[src/rtl/nixie_pkg.sv]
// Shared constants for the nixie scan controller: segment codes, FSM states, digit count.
// Segment codes are active-low, bit7=a .. bit1=g, bit0=dp.
package nixie_pkg;
  localparam int NUM_DIGITS = 3;

  localparam logic [7:0] SEG_0     = 8'b0000_0011;
  localparam logic [7:0] SEG_1     = 8'b1001_1111;
  localparam logic [7:0] SEG_2     = 8'b0010_0101;
  localparam logic [7:0] SEG_3     = 8'b0000_1101;
  localparam logic [7:0] SEG_4     = 8'b1001_1001;
  localparam logic [7:0] SEG_5     = 8'b0100_1001;
  localparam logic [7:0] SEG_6     = 8'b0100_0001;
  localparam logic [7:0] SEG_7     = 8'b0001_1111;
  localparam logic [7:0] SEG_8     = 8'b0000_0001;
  localparam logic [7:0] SEG_9     = 8'b0000_1001;
  localparam logic [7:0] SEG_BLANK = 8'b1111_1111;

  typedef enum logic [1:0] {IDLE, CONV_H, CONV_T} state_t;
endpackage

[src/rtl/nixie_seg_dec.sv]
// BCD digit to active-low segment code; codes 10..15 decode to blank.
module nixie_seg_dec
  import nixie_pkg::*;
(
  input  logic [3:0] i_digit,
  output logic [7:0] o_seg
);
  always_comb begin
    o_seg = SEG_BLANK;
    case (i_digit)
      4'd0: o_seg = SEG_0;
      4'd1: o_seg = SEG_1;
      4'd2: o_seg = SEG_2;
      4'd3: o_seg = SEG_3;
      4'd4: o_seg = SEG_4;
      4'd5: o_seg = SEG_5;
      4'd6: o_seg = SEG_6;
      4'd7: o_seg = SEG_7;
      4'd8: o_seg = SEG_8;
      4'd9: o_seg = SEG_9;
      default: o_seg = SEG_BLANK;
    endcase
  end
endmodule

[src/rtl/nixie_scan_ctrl.sv]
// Binary-to-BCD converter (repeated subtraction) feeding a 3-digit multiplexed scan.
// Define NIXIE_LZB_EN to blank leading zeros on the hundreds and tens digits.
module nixie_scan_ctrl
  import nixie_pkg::*;
#(
  parameter int SCAN_DIV = 50000
) (
  input  logic       clk,
  input  logic       rst,
  input  logic [6:0] rate_set,
  input  logic       load,
  output logic [7:0] dataout,
  output logic [2:0] dig_sel,
  output logic       busy
);
  state_t      r_state, w_state_nxt;
  logic [6:0]  r_rem;
  logic [3:0]  r_h, r_t;
  logic [3:0]  r_dig_h, r_dig_t, r_dig_u;
  logic [15:0] r_pres;
  logic [1:0]  r_idx;
  logic        w_wrap;
  logic [3:0]  w_digit;

  always_ff @(posedge clk) begin
    if (rst) r_state <= IDLE;
    else     r_state <= w_state_nxt;
  end

  always_comb begin
    w_state_nxt = r_state;
    case (r_state)
      IDLE:    if (load) w_state_nxt = CONV_H;
      CONV_H:  if (r_rem < 7'd100) w_state_nxt = CONV_T;
      CONV_T:  if (r_rem < 7'd10)  w_state_nxt = IDLE;
      default: w_state_nxt = IDLE;
    endcase
  end

  assign busy = (r_state != IDLE);

  // The display registers update only on the commit cycle, so the scan keeps
  // showing the previous value for the whole conversion.
  always_ff @(posedge clk) begin
    if (rst) begin
      r_rem   <= '0;
      r_h     <= '0;
      r_t     <= '0;
      r_dig_h <= '0;
      r_dig_t <= '0;
      r_dig_u <= '0;
    end else begin
      case (r_state)
        IDLE: if (load) begin
          r_rem <= rate_set;
          r_h   <= '0;
          r_t   <= '0;
        end
        CONV_H: if (r_rem >= 7'd100) begin
          r_rem <= r_rem - 7'd100;
          r_h   <= r_h + 4'd1;
        end
        CONV_T: if (r_rem >= 7'd10) begin
          r_rem <= r_rem - 7'd10;
          r_t   <= r_t + 4'd1;
        end else begin
          r_dig_h <= r_h;
          r_dig_t <= r_t;
          r_dig_u <= r_rem[3:0];
        end
        default: ;
      endcase
    end
  end

  assign w_wrap = (r_pres == 16'(SCAN_DIV - 1));

  always_ff @(posedge clk) begin
    if (rst) begin
      r_pres <= '0;
      r_idx  <= '0;
    end else if (w_wrap) begin
      r_pres <= '0;
      r_idx  <= (r_idx == 2'(NUM_DIGITS - 1)) ? 2'd0 : r_idx + 2'd1;
    end else begin
      r_pres <= r_pres + 16'd1;
    end
  end

  // Blanked digits are routed as code 15, which the decoder renders dark.
  always_comb begin
    dig_sel = 3'b110;
    w_digit = r_dig_u;
    case (r_idx)
      2'd1: begin
        dig_sel = 3'b101;
`ifdef NIXIE_LZB_EN
        w_digit = (r_dig_h == 4'd0 && r_dig_t == 4'd0) ? 4'hF : r_dig_t;
`else
        w_digit = r_dig_t;
`endif
      end
      2'd2: begin
        dig_sel = 3'b011;
`ifdef NIXIE_LZB_EN
        w_digit = (r_dig_h == 4'd0) ? 4'hF : r_dig_h;
`else
        w_digit = r_dig_h;
`endif
      end
      default: begin
        dig_sel = 3'b110;
        w_digit = r_dig_u;
      end
    endcase
  end

  nixie_seg_dec u_dec (
    .i_digit (w_digit),
    .o_seg   (dataout)
  );
endmodule

[config.mk]
export PLATFORM = sky130hd
export DESIGN_NAME = nixie_scan_ctrl
export DESIGN_NICKNAME = d
export VERILOG_FILES = /design/src/rtl/nixie_pkg.sv /design/src/rtl/nixie_seg_dec.sv /design/src/rtl/nixie_scan_ctrl.sv
export SDC_FILE = /design/constraint.sdc
export NUM_CORES = 1
export LEC_CHECK = 0
export ABC_CLOCK_PERIOD_IN_PS = 3100
export BUFFER_PORTS_ARGS = -buffer_cell sky130_fd_sc_hd__buf_4
export CAP_MARGIN = 0
export CORE_AREA = 2 2 71 73
export DETAILED_ROUTE_END_ITERATION = 16
export DIE_AREA = 0 0 73 75
export GPL_ROUTABILITY_DRIVEN = 0
export PLACE_DENSITY_LB_ADDON = 0.25
export SETUP_SLACK_MARGIN = 0.15
export SYNTH_ARGS = -nofsm -noshare
export SYNTH_HDL_FRONTEND = slang
export SYNTH_SLANG_ARGS = --single-unit
[constraint.sdc]
create_clock -name clk -period 3.1 [get_ports clk]
set_clock_uncertainty 0.1 [all_clocks]
set_input_delay 0.93 -clock clk [delete_from_list [all_inputs] [get_ports clk]]
set_output_delay 0.93 -clock clk [all_outputs]
set_load 0.02 [all_outputs]
==> out/qor.yml <==
power_frac_comb_pct: 47.6
critPathRequiredTime_ns: 2.07
slew_headroom_pct: 60.9
finalCritPeriodShare_pct: 100
setup.worst_path.start_class: "flip-flop"
cap_violations: 0
fin_cells: 409
failed_checks: "setup timing"
p_clk_share_pct: 19.8
finalWorstSetupSlack_ns: -0.0129
r2r-start: "r_state[1]"
dieArea_um2: 5480
fp.coreArea_um2: 4660
synth.top_cells.by_area: "dfxtp_1, ha_1, nor2_1"
yosysTopAreaCell: "dfxtp_1"
synth_cell_types: 65
worst_hold_path_type: "flip-flop to flip-flop"
cp_max_fo: 7
antenna_found_initial: 0
hp-start: "r_pres[0]"
placed_cells: 386
worstReg2RegEnd: "r_h[3]"
worst_r2r_path_depth: 6
vias: 2383
synth.most_common_cell: "nor2_1"
cts_made_buffers: 5
power_leakage_uw: 0.00134
fill_cells: 372
synth_ff_type: "dfxtp_1"
reg2reg_slack_ns: 0.79
yosysWarnings: 0
setup_viol: 1
finalHoldViolations: 0
hold_end: "r_pres[0]"
ys_seq_area_share_pct: 34.0
clk_path_buf_depth: 2
detail_route.wl_per_cell_um: 14.8
seqPwrFrac_pct: 32.5
grt_pass1_wl_mm: 10.4
power.density_nw_per_um2: 701
syn_inst: 321
crit_arrival_ns: 2.08
io_pins: 22
cts_tree: "yes"
ff_latch_area_um2: 948
final_nets: 387
ys_ff_latch: 47
io_buffers: 20
status: "complete, but fails checks"
grt_max_degree: 33
grt_pass1_vias: 2342
htreeDepth: 2
sw_frac_of_total_pct: 41.2
ys_async_sr_fraction_pct: 0
syn_nets: 354
irDropWorstVdd_mv: 0.514
fin_area_um2: 3310
synth_common_cells: "nor2_1, dfxtp_1, inv_1"
grt_usage_pct: 24.2
viasPerCell: 5.83
avgSynthCellArea_um2: 8.61
initial_utilization_pct: 59.3
cts-root-buf: "clkbuf_8"
p_switching_uw: 955
fin_hold_ws_ns: 0.345
row_count: 25
clk_latency_ns: 0.30
rsz0062_at_grt: "yes"
path_clk_slew_ns: 0.09
placedInstanceArea_um2: 2960
drt_iter0_drc: 109
synth_area_um2: 2760
die_w_um: 73
post-place-ws_ns: 0.129
multi_input_area_um2: 1760
post-dp-hpwl_mm: 4.24
chipHeight_um: 75
cp-end-kind: "output port"
dr.pass1.iters: 4
crit_start: "r_idx[1]"
worst_slew_pin_slew_ns: 0.579
area_delta_synth_final_pct: 19.7
diodes: 0
synth_edf_count: 0
cts-hold-fix-buffers: 0
synth_top_area_share_pct: 34.0
min_period_ns: 3.11
crit_type: "flip-flop to output port"
min_delay_path_depth: 1
final_max_slew_viol_count: 0
ant_nets: 0
intPower_uw: 1360
routed_wirelength_mm: 6.07
layout-drive-gt1-share_pct: 24.2
fmax_mhz: 321
gr-total-overflow: 0
cts.sinks: 47
post-route-drc-count: 0
## cell families (layout without fill, tap and decap cells)
group	Yosys count	after routing	synth area share [%]
compound gates	63	63	17.0
xor+xnor	19	19	6.02
fa+ha+maj	23	23	10.4
buf+inv	39	73	6.52
flops	47	47	34.0
mux	12	12	4.53
other cells	1	1	0.136
simple gates	117	117	21.4
## sequential cells by signal, summed over array words and instances (netlist names)
name     cells
r_dig_h      4
r_dig_t      4
r_dig_u      4
r_h          4
r_idx        2
r_pres      16
r_rem        7
r_state      2
r_t          4
## timing repair
action	in CTS	in global routing
endpoints found under the setup margin	7	7
setup buffers	12	3
pin swaps	9	3
gates resized for setup	24	6
## area by class of cell
class,count,share of cell area (%)
clock buffer,5,2.08
sequential,47,28.7
tap,54,2.04
timing repair buffer,39,9.53
clock inverter,3,1.44
inverter,26,3.10
multi-input combinational,235,53.1
## stage by stage
step	total power [uW]	setup TNS, ns	utilization (%)
after floorplan	1580	0	-
final	2320	-0.0129	71.0
after global routing	2470	-0.506	71.0
after global placement	1800	0	63.5
after CTS	2320	0	70.0
after detailed placement	1830	0	63.5
## cells in the final DEF (no fill, tap or decap), drive strengths merged, types with 3 or more instances in the layout
cell type / instances
a211oi: 3
a21oi: 18
a221oi: 4
a22oi: 6
a31oi: 4
and3: 3
buf: 39
clkbuf: 5
dfxtp: 47
ha: 23
inv: 27
mux2i: 11
nand2: 20
nand2b: 4
nand3: 16
nand4: 3
nor2: 51
nor3: 5
o21ai: 6
o31ai: 3
xnor2: 14
xor2: 5
## worst max path at each step
stage / endpoint / slack [ns] / depth (start not counted)
floorplan: dataout[3] / 0.16 / 9
global placement: dataout[4] / 0.21 / 11
detailed placement: dataout[7] / 0.13 / 11
CTS: dataout[3] / 0.01 / 9
global route: dataout[2] / -0.10 / 8
finish: dataout[3] / -0.01 / 9
## layer usage
layer | global-route usage, % | vias to the layer above | wire, um
li1 | - | 1185 | -
met1 | 28.2 | 1135 | 2610
met2 | 44.1 | 50 | 3120
met3 | 4.02 | 13 | 216
met4 | 9.67 | 0 | 124
met5 | 0 | - | 0
## critical path, stage by stage (launching register included)
cell and delay [ns]:
dfxtp_4 0.39, inv_4 0.06, ha_4 0.31, buf_6 0.11
o21ai_4 0.07, buf_4 0.15, ha_4 0.15, mux2_4 0.26
a22oi_2 0.13, buf_6 0.14
## power groups by stage
stage                     sequential, uW  clock, uW  combinational [uW]
final                                754        460                1100
after global routing                 764        491                1210
after CTS                            752        474                1100
after detailed placement             767          0                1060
after global placement               765          0                1030
after floorplan                      722          0                 859
(Power assumes the default switching activity.)
